## config.mk

```make
export PLATFORM = sky130hd
export DESIGN_NAME = instr_sequencer_flat
export DESIGN_NICKNAME = d
export VERILOG_FILES = /design/src/rtl/seq_pkg.sv /design/src/rtl/instr_sequencer_if.sv /design/src/rtl/instr_reg.sv /design/src/rtl/instr_sequencer.sv /design/src/flat_wrapper.sv
export SDC_FILE = /design/constraint.sdc
export NUM_CORES = 1
export LEC_CHECK = 0
export BUFFER_PORTS_ARGS = -buffer_cell sky130_fd_sc_hd__buf_2
export CAP_MARGIN = 0
export CORE_MARGIN = 2
export CORE_UTILIZATION = 48
export CTS_CLUSTER_DIAMETER = 50
export DETAILED_ROUTE_END_ITERATION = 10
export PLACE_DENSITY = 0.79
export SLEW_MARGIN = 30
export SYNTH_ARGS = -nofsm -noshare
export SYNTH_HDL_FRONTEND = slang
export SYNTH_HIERARCHICAL = 1
export SYNTH_SLANG_ARGS = --single-unit
```

## constraint.sdc

```tcl
create_clock -name clock -period 2 [get_ports clock]
set_input_delay 0.2 -clock clock [delete_from_list [all_inputs] [get_ports clock]]
set_output_delay 0.2 -clock clock [all_outputs]
set_load 0.02 [all_outputs]
```

## src/rtl/seq_pkg.sv

```systemverilog
// Shared types and constants for the instruction sequencer and control_matrix.
// Field helpers take a zero-extended word plus the MSB index so any INSTR_W <= 32 works.
package seq_pkg;

  typedef enum logic [2:0] {
    ST_FETCH     = 3'd0,
    ST_DECODE    = 3'd1,
    ST_EXECUTE   = 3'd2,
    ST_WRITEBACK = 3'd3,
    ST_HALT      = 3'd7
  } state_t;

  localparam logic [3:0] OP_ALU  = 4'b0001;
  localparam logic [3:0] OP_LOAD = 4'b0101;
  localparam logic [3:0] OP_HALT = 4'b1111;

  localparam logic [3:0] HALT_OP_DEF = OP_HALT;

  function automatic logic [3:0] op_field(input logic [31:0] word, input logic [4:0] msb);
    return word[msb -: 4];
  endfunction

  // Everything below the 4-bit opcode belongs to the operand.
  function automatic logic [31:0] operand_field(input logic [31:0] word, input logic [4:0] msb);
    logic [31:0] mask;
    mask = (32'd1 << (msb - 5'd3)) - 32'd1;
    return word & mask;
  endfunction

endpackage

```

## src/rtl/instr_sequencer_if.sv

```systemverilog
// Instruction memory bus: the sequencer is the master, memory the slave.
interface instr_sequencer_if #(
  parameter int INSTR_W = 16
);

  logic [INSTR_W-1:0] instr_data;
  logic               mem_ready;
  logic               mem_req;

  modport master (
    output mem_req,
    input  instr_data,
    input  mem_ready
  );

  modport slave (
    input  mem_req,
    output instr_data,
    output mem_ready
  );

endinterface

```

## src/rtl/instr_reg.sv

```systemverilog
// Instruction register: splits the fetched word into opcode and operand.
module instr_reg
  import seq_pkg::*;
#(
  parameter int INSTR_W = 16
) (
  input  logic               clock,
  input  logic               state_reset_n,
  input  logic               load,
  input  logic [INSTR_W-1:0] data,
  output logic [3:0]         opcode,
  output logic [INSTR_W-5:0] operand
);

  logic [3:0]         opcode_q, opcode_d;
  logic [INSTR_W-5:0] operand_q, operand_d;
  logic [31:0]        word_ext;

  always_comb begin
    word_ext  = 32'(data);
    opcode_d  = opcode_q;
    operand_d = operand_q;
    if (load) begin
      opcode_d  = op_field(word_ext, 5'(INSTR_W - 1));
      operand_d = (INSTR_W - 4)'(operand_field(word_ext, 5'(INSTR_W - 1)));
    end
  end

  always_ff @(posedge clock or negedge state_reset_n) begin
    if (!state_reset_n) begin
      opcode_q  <= '0;
      operand_q <= '0;
    end else begin
      opcode_q  <= opcode_d;
      operand_q <= operand_d;
    end
  end

  assign opcode  = opcode_q;
  assign operand = operand_q;

endmodule

```

## src/rtl/instr_sequencer.sv

```systemverilog
// Fetch/decode/execute/writeback sequencer feeding state and opcode to control_matrix.
// Owns the cycle FSM and the retired-instruction counter.
module instr_sequencer
  import seq_pkg::*;
#(
  parameter int          INSTR_W  = 16,
  parameter logic [15:0] WB_MASK  = 16'h00FF,
  parameter logic [15:0] MEM_MASK = 16'h0060,
  parameter logic [3:0]  HALT_OP  = HALT_OP_DEF,
  parameter int          CNT_W    = 16
) (
  input  logic                clock,
  input  logic                state_reset_n,
  instr_sequencer_if.master   mem,
  input  logic                state_machine_reset,
  input  logic                resume,
  output logic [2:0]          state,
  output logic [3:0]          opcode,
  output logic [INSTR_W-5:0]  operand,
  output logic                ir_load,
  output logic                retire,
  output logic                halted,
  output logic [CNT_W-1:0]    instr_count
);

  state_t             state_q, state_d;
  logic [CNT_W-1:0]   count_q, count_d;
  logic               mem_req_int;
  logic               ir_load_int;
  logic               retire_int;
  logic               exec_done;

  instr_reg #(.INSTR_W(INSTR_W)) u_instr_reg (
    .clock         (clock),
    .state_reset_n (state_reset_n),
    .load          (ir_load_int),
    .data          (mem.instr_data),
    .opcode        (opcode),
    .operand       (operand)
  );

  always_comb begin
    state_d     = state_q;
    mem_req_int = 1'b0;
    ir_load_int = 1'b0;
    retire_int  = 1'b0;
    exec_done   = !MEM_MASK[opcode] || mem.mem_ready;

    case (state_q)
      ST_FETCH: begin
        mem_req_int = 1'b1;
        if (mem.mem_ready) begin
          ir_load_int = 1'b1;
          state_d     = ST_DECODE;
        end
      end
      ST_DECODE: begin
        state_d = (opcode == HALT_OP) ? ST_HALT : ST_EXECUTE;
      end
      ST_EXECUTE: begin
        mem_req_int = MEM_MASK[opcode];
        if (exec_done) begin
          if (WB_MASK[opcode]) begin
            state_d = ST_WRITEBACK;
          end else begin
            state_d    = ST_FETCH;
            retire_int = 1'b1;
          end
        end
      end
      ST_WRITEBACK: begin
        retire_int = 1'b1;
        state_d    = ST_FETCH;
      end
      ST_HALT: begin
        if (resume) state_d = ST_FETCH;
      end
      default: state_d = ST_FETCH;
    endcase

    // The matrix restart wins over everything, including a load or a retire in flight.
    if (state_machine_reset) begin
      state_d     = ST_FETCH;
      ir_load_int = 1'b0;
      retire_int  = 1'b0;
    end

    count_d = retire_int ? count_q + CNT_W'(1) : count_q;
  end

  always_ff @(posedge clock or negedge state_reset_n) begin
    if (!state_reset_n) begin
      state_q <= ST_FETCH;
      count_q <= '0;
    end else begin
      state_q <= state_d;
      count_q <= count_d;
    end
  end

  // Qualify with reset so an abandoned access drops mem_req while reset is still low.
  assign mem.mem_req  = mem_req_int & state_reset_n;
  assign ir_load      = ir_load_int & state_reset_n;
  assign retire       = retire_int & state_reset_n;
  assign halted       = (state_q == ST_HALT);
  assign state        = state_q;
  assign instr_count  = count_q;

endmodule

```

## src/flat_wrapper.sv

```systemverilog
// flat-port wrapper written by rule: the top's interface ports become plain ports
module instr_sequencer_flat import seq_pkg::*;
#(
  parameter int          INSTR_W  = 16,
  parameter logic [15:0] WB_MASK  = 16'h00FF,
  parameter logic [15:0] MEM_MASK = 16'h0060,
  parameter logic [3:0]  HALT_OP  = HALT_OP_DEF,
  parameter int          CNT_W    = 16
)
  (clock, state_reset_n, state_machine_reset, resume, state, opcode, operand, ir_load, retire, halted, instr_count, mem_mem_req, mem_instr_data, mem_mem_ready);
  instr_sequencer_if #(.INSTR_W(INSTR_W)) mem_i ();
  input  logic clock;
  input  logic state_reset_n;
  input  logic state_machine_reset;
  input  logic resume;
  output logic [2:0] state;
  output logic [3:0] opcode;
  output logic [INSTR_W-5:0] operand;
  output logic ir_load;
  output logic retire;
  output logic halted;
  output logic [CNT_W-1:0] instr_count;
  output wire logic [$bits(mem_i.mem_req)-1:0] mem_mem_req;
  input wire logic [$bits(mem_i.instr_data)-1:0] mem_instr_data;
  input wire logic [$bits(mem_i.mem_ready)-1:0] mem_mem_ready;
  assign mem_mem_req = mem_i.mem_req;
  assign mem_i.instr_data = mem_instr_data;
  assign mem_i.mem_ready = mem_mem_ready;
  instr_sequencer #(.INSTR_W(INSTR_W), .WB_MASK(WB_MASK), .MEM_MASK(MEM_MASK), .HALT_OP(HALT_OP), .CNT_W(CNT_W)) u_core (.clock(clock), .state_reset_n(state_reset_n), .mem(mem_i), .state_machine_reset(state_machine_reset), .resume(resume), .state(state), .opcode(opcode), .operand(operand), .ir_load(ir_load), .retire(retire), .halted(halted), .instr_count(instr_count));
endmodule
```

==> results of run 1 <==
-- registers in the layout, summed over array words and instances (netlist names) --
signal	cells
u_core/state	3
u_core/u_instr_reg/operand	12
u_core/instr_count	16
u_core/u_instr_reg/opcode	4
-- routing by layer --
layer / GRT usage, % / vias up / wire length (um) / part of all wire [%]
li1: - / 571 / - / -
met1: 23.6 / 579 / 1370 / 43
met2: 29.5 / 46 / 1540 / 48
met3: 5.07 / 8 / 200 / 6.3
met4: 10.0 / 0 / 72 / 2.3
met5: 0 / - / 0 / 0
-- what timing repair did --
| item | CTS | global route |
|---|---|---|
| hold endpoints to repair | 4 | 0 |
| endpoints found under the setup margin | 0 | 1 |
| hold buffers | 1 | 0 |
| resized for setup | 0 | 2 |
-- cell families (layout without fill, tap and decap cells) --
family | Yosys count | in the layout | synth area share (%)
simple gates | 41 | 41 | 15.9
flops | 35 | 35 | 53.9
mux | 17 | 17 | 14.1
xor+xnor | 15 | 15 | 8.08
compound gates | 8 | 8 | 3.31
buf+inv | 5 | 70 | 3.16
fa+ha+maj | 2 | 2 | 1.54
-- synth_stat cells (all sizes together), types with 2 or more instances --
cell type | number | area [um2]
a21oi | 2 | 10.0
and2 | 3 | 18.8
and3 | 7 | 43.8
and4 | 2 | 17.5
buf | 3 | 42.5
clkbuf | 2 | 8.75
dfrtp | 35 | 876
ha | 2 | 25.0
mux2 | 17 | 229
nand2 | 6 | 22.5
nand3 | 7 | 35.0
nand4 | 5 | 31.3
nor2 | 3 | 11.3
nor4b | 2 | 32.5
o21ai | 3 | 18.8
xnor2 | 14 | 123
-- power by group through the flow --
stage               Combinational, uW  Clock (uW)  Sequential [uW]
global route                      780         416             1030
detailed placement                726           0             1020
CTS                               731         384             1000
finish                            727         362             1000
global placement                  713           0             1000
floorplan                         305           0             1190
-- worst max-delay path: cells and delay by family (launching register included) --
family          cells  cell delay [ps]
compound gates      1              180
simple gates        2              300
flops               1              410
fa+ha+maj           1              290
buf+inv             1              210
-- worst min path at each step --
stage	slack, ps	cells after the start	start	endpoint
final	90	2	mem_instr_data[8]	u_core/u_instr_reg/operand[8]$_DFFE_PN0P_
after global routing	70	2	mem_instr_data[0]	u_core/u_instr_reg/operand[0]$_DFFE_PN0P_
after CTS	70	2	mem_instr_data[9]	u_core/u_instr_reg/operand[9]$_DFFE_PN0P_
after detailed placement	40	1	state_reset_n	u_core/state[2]$_DFFE_PN0P_
after global placement	50	1	state_reset_n	u_core/state[2]$_DFFE_PN0P_
after floorplan	-100	0	state_reset_n	u_core/instr_count[0]$_DFFE_PN0P_
-- through the flow --
stage	power (uW)	instances
finish	2090	234
global route	2230	234
CTS	2120	234
detailed placement	1740	225
global placement	1710	225
floorplan	1490	123
-- cell type report --
class / count / area, um2 / share of cell area, %
well taps: 46 / 57.6 / 2.86
clock inverters: 3 / 15.0 / 0.747
clock buffers: 5 / 37.5 / 1.87
multi-input cells: 83 / 704 / 35.0
flip-flops and latches: 35 / 876 / 43.6
repair buffers: 62 / 320 / 15.9
==> metrics.cfg, run 1 <==
[timing]
setup_viol = 0
hold_viol = 0
finalMaxSlewViolations = 0
fmax_mhz = 523
layout_min_cycle_time_ps = 1910
tightest_slew_ps = 621
fin_tns_setup_ps = 0
layout_setup_ws_ps = 88.8
hold_ws_ps = 88.6
slew_headroom_pct = 58.4
fin_skew_ps = 7.08
fin_crit_sh_pct = 95.6

[yosys]
syn-cell-area_um2 = 1630
synth_flop_cell = dfrtp_1
ys_types = 31
syn-instance-count = 123
ys_seq_area_share_pct = 53.9
ys_seq_elements = 35
synth_edf_count = 0
synth_nets = 146
avgSynthCellArea_um2 = 13.2
yosysWarnings = 6
async_flop_share_pct = 100

[floorplanning]
io_pins = 60
die_w_um = 62.2
placementRows = 21
chipHeight_um = 62.2
initial_core_util_pct = 49.5
core_um2 = 3280
dieArea_um2 = 3870

[worst_setup_path]
reg2reg_from = u_core/state[0]$_DFFE_PN0P_
path_max_fanout = 3
worst_setup_path_end_kind = output pin
arrival_ps = 1710
timing.rr.end = u_core/u_instr_reg/operand[9]$_DFFE_PN0P_
slowest_stage = dfrtp_1
cp-endpoint = mem_mem_req
path_cells = ha_1, nand2_1, o21ai_1, nor4bb_2, buf_2
startpoint = u_core/u_instr_reg/opcode[0]$_DFFE_PN0P_
critPathKind = reg2out
r2r_slack_ps = 230
cpPeakStageDelay_ps = 410
reg2regPathDepth = 4
cp-start-kind = register
required_ps = 1800

[clocking]
cts_setup_buffers = 0
htreeDepth = 2
clockBufferDepth = 2
clock_sinks = 35
cts_tree = yes
clk_pin_slew_ps = 100
cts_root_buffer = clkbuf_4
numCtsBuffers = 5
insertion_delay_ps = 340

[finish]
nFillCells = 283
drive_gt1_share_pct = 47.9
final_common_cell = buf_2
final_util_pct = 61.2
syn_to_final_growth_pct = 23.7
diodes = 0
fin_nets = 210
finalInstanceArea_um2 = 2010
layout_common_cells = buf_2, dfrtp_1, xnor2_1

[global_routing]
grt_start_max_net_pins = 32
antenna_found_initial = 0
grt_usage_pct = 18.7
overflow = 0
grt_pass1_wl_um = 5630
grt_pass1_vias = 1234

[drt]
vias = 1204
ant_nets = 0
via_per_inst = 5.15
wl_per_cell_um = 13.6
first_pass_iters = 4
first_iter_violations = 63
drt-total-wl_um = 3180
drc = 0

[place]
post-dp-hpwl_um = 2300
io_buffer_count = 59
dp_slack_ps = 270
placedInstanceArea_um2 = 1940
routabilityCongestion = 0.764

[power]
p_comb_share_pct = 34.8
seq_power_share_pct = 47.9
swShare_pct = 36.3
p_int_uw = 1330
p_clk_share_pct = 17.3
peakVddDrop_uv = 563
p_leak_uw = 0.00101
p_switching_uw = 759
power.density_nw_per_um2 = 1040

[min_path]
min_path_type = in2reg

[flow_run]
max-cap-violations = 0

[outcome]
outcome = finished clean

No activity file was read; power rests on OpenSTA's default activity.
==> run 2: changes to the inputs <==
--- a/config.mk
+++ b/config.mk
@@ -8,12 +8,11 @@
 export BUFFER_PORTS_ARGS = -buffer_cell sky130_fd_sc_hd__buf_2
 export CAP_MARGIN = 0
 export CORE_MARGIN = 2
-export CORE_UTILIZATION = 48
+export CORE_UTILIZATION = 39
 export CTS_CLUSTER_DIAMETER = 50
 export DETAILED_ROUTE_END_ITERATION = 10
-export PLACE_DENSITY = 0.79
+export PLACE_DENSITY = 0.67
 export SLEW_MARGIN = 30
 export SYNTH_ARGS = -nofsm -noshare
 export SYNTH_HDL_FRONTEND = slang
-export SYNTH_HIERARCHICAL = 1
 export SYNTH_SLANG_ARGS = --single-unit
==> metrics.cfg, run 2 <==
[global_routing]
grt_pass1_vias = 1170
antenna_found_initial = 0
grt_pass1_wl_um = 5370
grt_usage_pct = 16.4
grt_start_max_net_pins = 23
overflow = 0

[yosys]
synth_commonest_cells = dfrtp_1, mux2_2, xnor2_1
synth_edf_count = 0
syn-instance-count = 125
yosysWarnings = 0
avgSynthCellArea_um2 = 12.4
synth_nets = 148
synth_flop_cell = dfrtp_1
async_flop_share_pct = 100
yosysTopAreaCell = dfrtp_1
synth_area_leaders = dfrtp_1, mux2_2, xnor2_1, nand2_1, nand3_1
ys_seq_area_share_pct = 56.3
synth_top_area_share_pct = 56.3
ys_types = 28
ys_seq_elements = 35
yosysMostFrequentCell = dfrtp_1
syn-cell-area_um2 = 1560

[finish]
diodes = 0
drive_gt1_share_pct = 48.7
finalInstanceArea_um2 = 2050
syn_to_final_growth_pct = 32.1
nFillCells = 350
layout_common_cells = buf_2, dfrtp_1, mux2_2
final_common_cell = buf_2
fin_nets = 219
largest_reg_flops = 16

[min_path]
hp-start = state_machine_reset
min_path_type = in2reg
hold_end = u_core.state[1]$_DFFE_PN0P_
hold_depth = 2

[timing]
tightest_slew_ps = 458
layout_min_cycle_time_ps = 1900
fin_tns_setup_ps = 0
rsz0062_at_grt = false
slew_headroom_pct = 69.4
hold_viol = 0
setup_viol = 0
fmax_mhz = 525
fin_crit_sh_pct = 95.2
finalMaxSlewViolations = 0
fin_skew_ps = 5.02

[floorplanning]
placementRows = 22
dieArea_um2 = 4510
initial_core_util_pct = 41.5
core_um2 = 3740
io_pins = 60
chipHeight_um = 67.2
die_w_um = 67.2

[power]
power.density_nw_per_um2 = 1040
p_int_uw = 1380
seq_power_share_pct = 44.9
total_power_uw = 2140
p_clk_share_pct = 23.4
p_comb_share_pct = 31.7
p_leak_uw = 0.00103
peakVddDrop_uv = 761
swShare_pct = 35.4
p_switching_uw = 756

[drt]
wl_per_cell_um = 13.6
drc = 0
drt-total-wl_um = 3330
first_iter_violations = 50
via_per_inst = 4.87
first_pass_iters = 5
vias = 1194
ant_nets = 0

[worst_setup_path]
reg2reg_from = u_core.state[1]$_DFFE_PN0P_
r2r_slack_ps = 200
reg2regPathDepth = 5
cp-start-kind = register
path_max_fanout = 5
worst_setup_path_end_kind = output pin
critPathKind = reg2out
timing.rr.end = u_core.u_instr_reg.operand[11]$_DFFE_PN0P_
required_ps = 1800
arrival_ps = 1700

[place]
io_buffer_count = 59
post-dp-hpwl_um = 2480
placedInstanceArea_um2 = 1930
routabilityCongestion = 0.850

[clocking]
insertion_delay_ps = 290
clk_pin_slew_ps = 70
clock_sinks = 35
cts_root_buffer = clkbuf_8
htreeDepth = 2
numCtsBuffers = 5
cts_tree = yes
clockBufferDepth = 2

[outcome]
outcome = finished clean

[flow_run]
max-cap-violations = 0

run 2: cell count changes after synthesis, moves of 3 or more:
cell and delta:
mux2_4 -10, mux2_2 +9, nand2_1 +4, buf_4 +3
inv_1 +3
run 2: final cells by class:
class                   count  area, um2  share of cell area, %
multi-input cells          84        646                   31.4
flip-flops and latches     35        878                   42.8
repair buffers             67        370                   18.0
clock buffers               5       68.8                   3.35
well taps                  48       60.1                   2.92
clock inverters             3       20.0                  0.974
inverters                   3       11.3                  0.548
run 2: cells by family (layout without fill, tap and decap cells):
family	after synthesis	after routing	synth area share (%)
muxes	16	16	11.6
xor gates and xnor gates	15	15	8.45
adders and majority gates	2	2	1.61
AOI/OAI and AO/OA	7	7	2.74
and+or+nand+nor	44	44	17.1
buffers and inverters	6	78	2.17
DFF	35	35	56.3
run 2: worst max-delay path: stages, from the launching register on:
cell and delay, ps:
dfrtp_2 430, or3b_4 420, or2_1 270, nor2_1 120, buf_2 180
run 2: worst max path at each step:
| stage | start | to | cells after the start |
|---|---|---|---|
| global route | u_core.state[2]$_DFFE_PN0P_ | retire | 4 |
| CTS | u_core.state[2]$_DFFE_PN0P_ | retire | 4 |
| floorplan | u_core.state[1]$_DFFE_PN0P_ | retire | 4 |
| finish | u_core.state[2]$_DFFE_PN0P_ | retire | 4 |
| detailed placement | u_core.state[1]$_DFFE_PN0P_ | u_core.instr_count[10]$_DFFE_PN0P_ | 4 |
| global placement | u_core.state[1]$_DFFE_PN0P_ | u_core.instr_count[6]$_DFFE_PN0P_ | 4 |
run 2: timing repair:
| action | 4_1_cts | 5_1_grt |
|---|---|---|
| setup endpoints to repair | 1 | 1 |
| hold endpoints to repair | 18 | 0 |
| gates resized for setup | 1 | 1 |
| cloned | 0 | 0 |
| setup buffers | 0 | 3 |
| hold buffers | 1 | 0 |
run 2: metrics by stage:
step	std cells	hold slack [ps]	setup WS (ps)	util (%)
after floorplan	125	-95.6	222	-
after global placement	233	161	319	51.6
after detailed placement	233	175	257	51.6
after CTS	242	118	22.6	54.2
after global routing	245	118	35.5	54.9
final	245	122	96.6	54.9
run 2: routing by layer:
layer | GRT usage [%] | part of all wire (%) | vias to the layer above
met3 | 5.17 | 4.7 | 8
met1 | 18.9 | 43 | 580
met2 | 26.6 | 51 | 31
met5 | 0 | 0 | -
met4 | 9.95 | 2.0 | 0
li1 | - | - | 575
run 2: power by group through the flow:
stage,clock (uW),sequential (uW),combinational (uW)
3_3_place_gp,0,968,656
2_1_floorplan,0,1140,249
3_5_place_dp,0,979,673
4_1_cts,509,967,676
6_report,500,961,677
5_1_grt,554,985,738
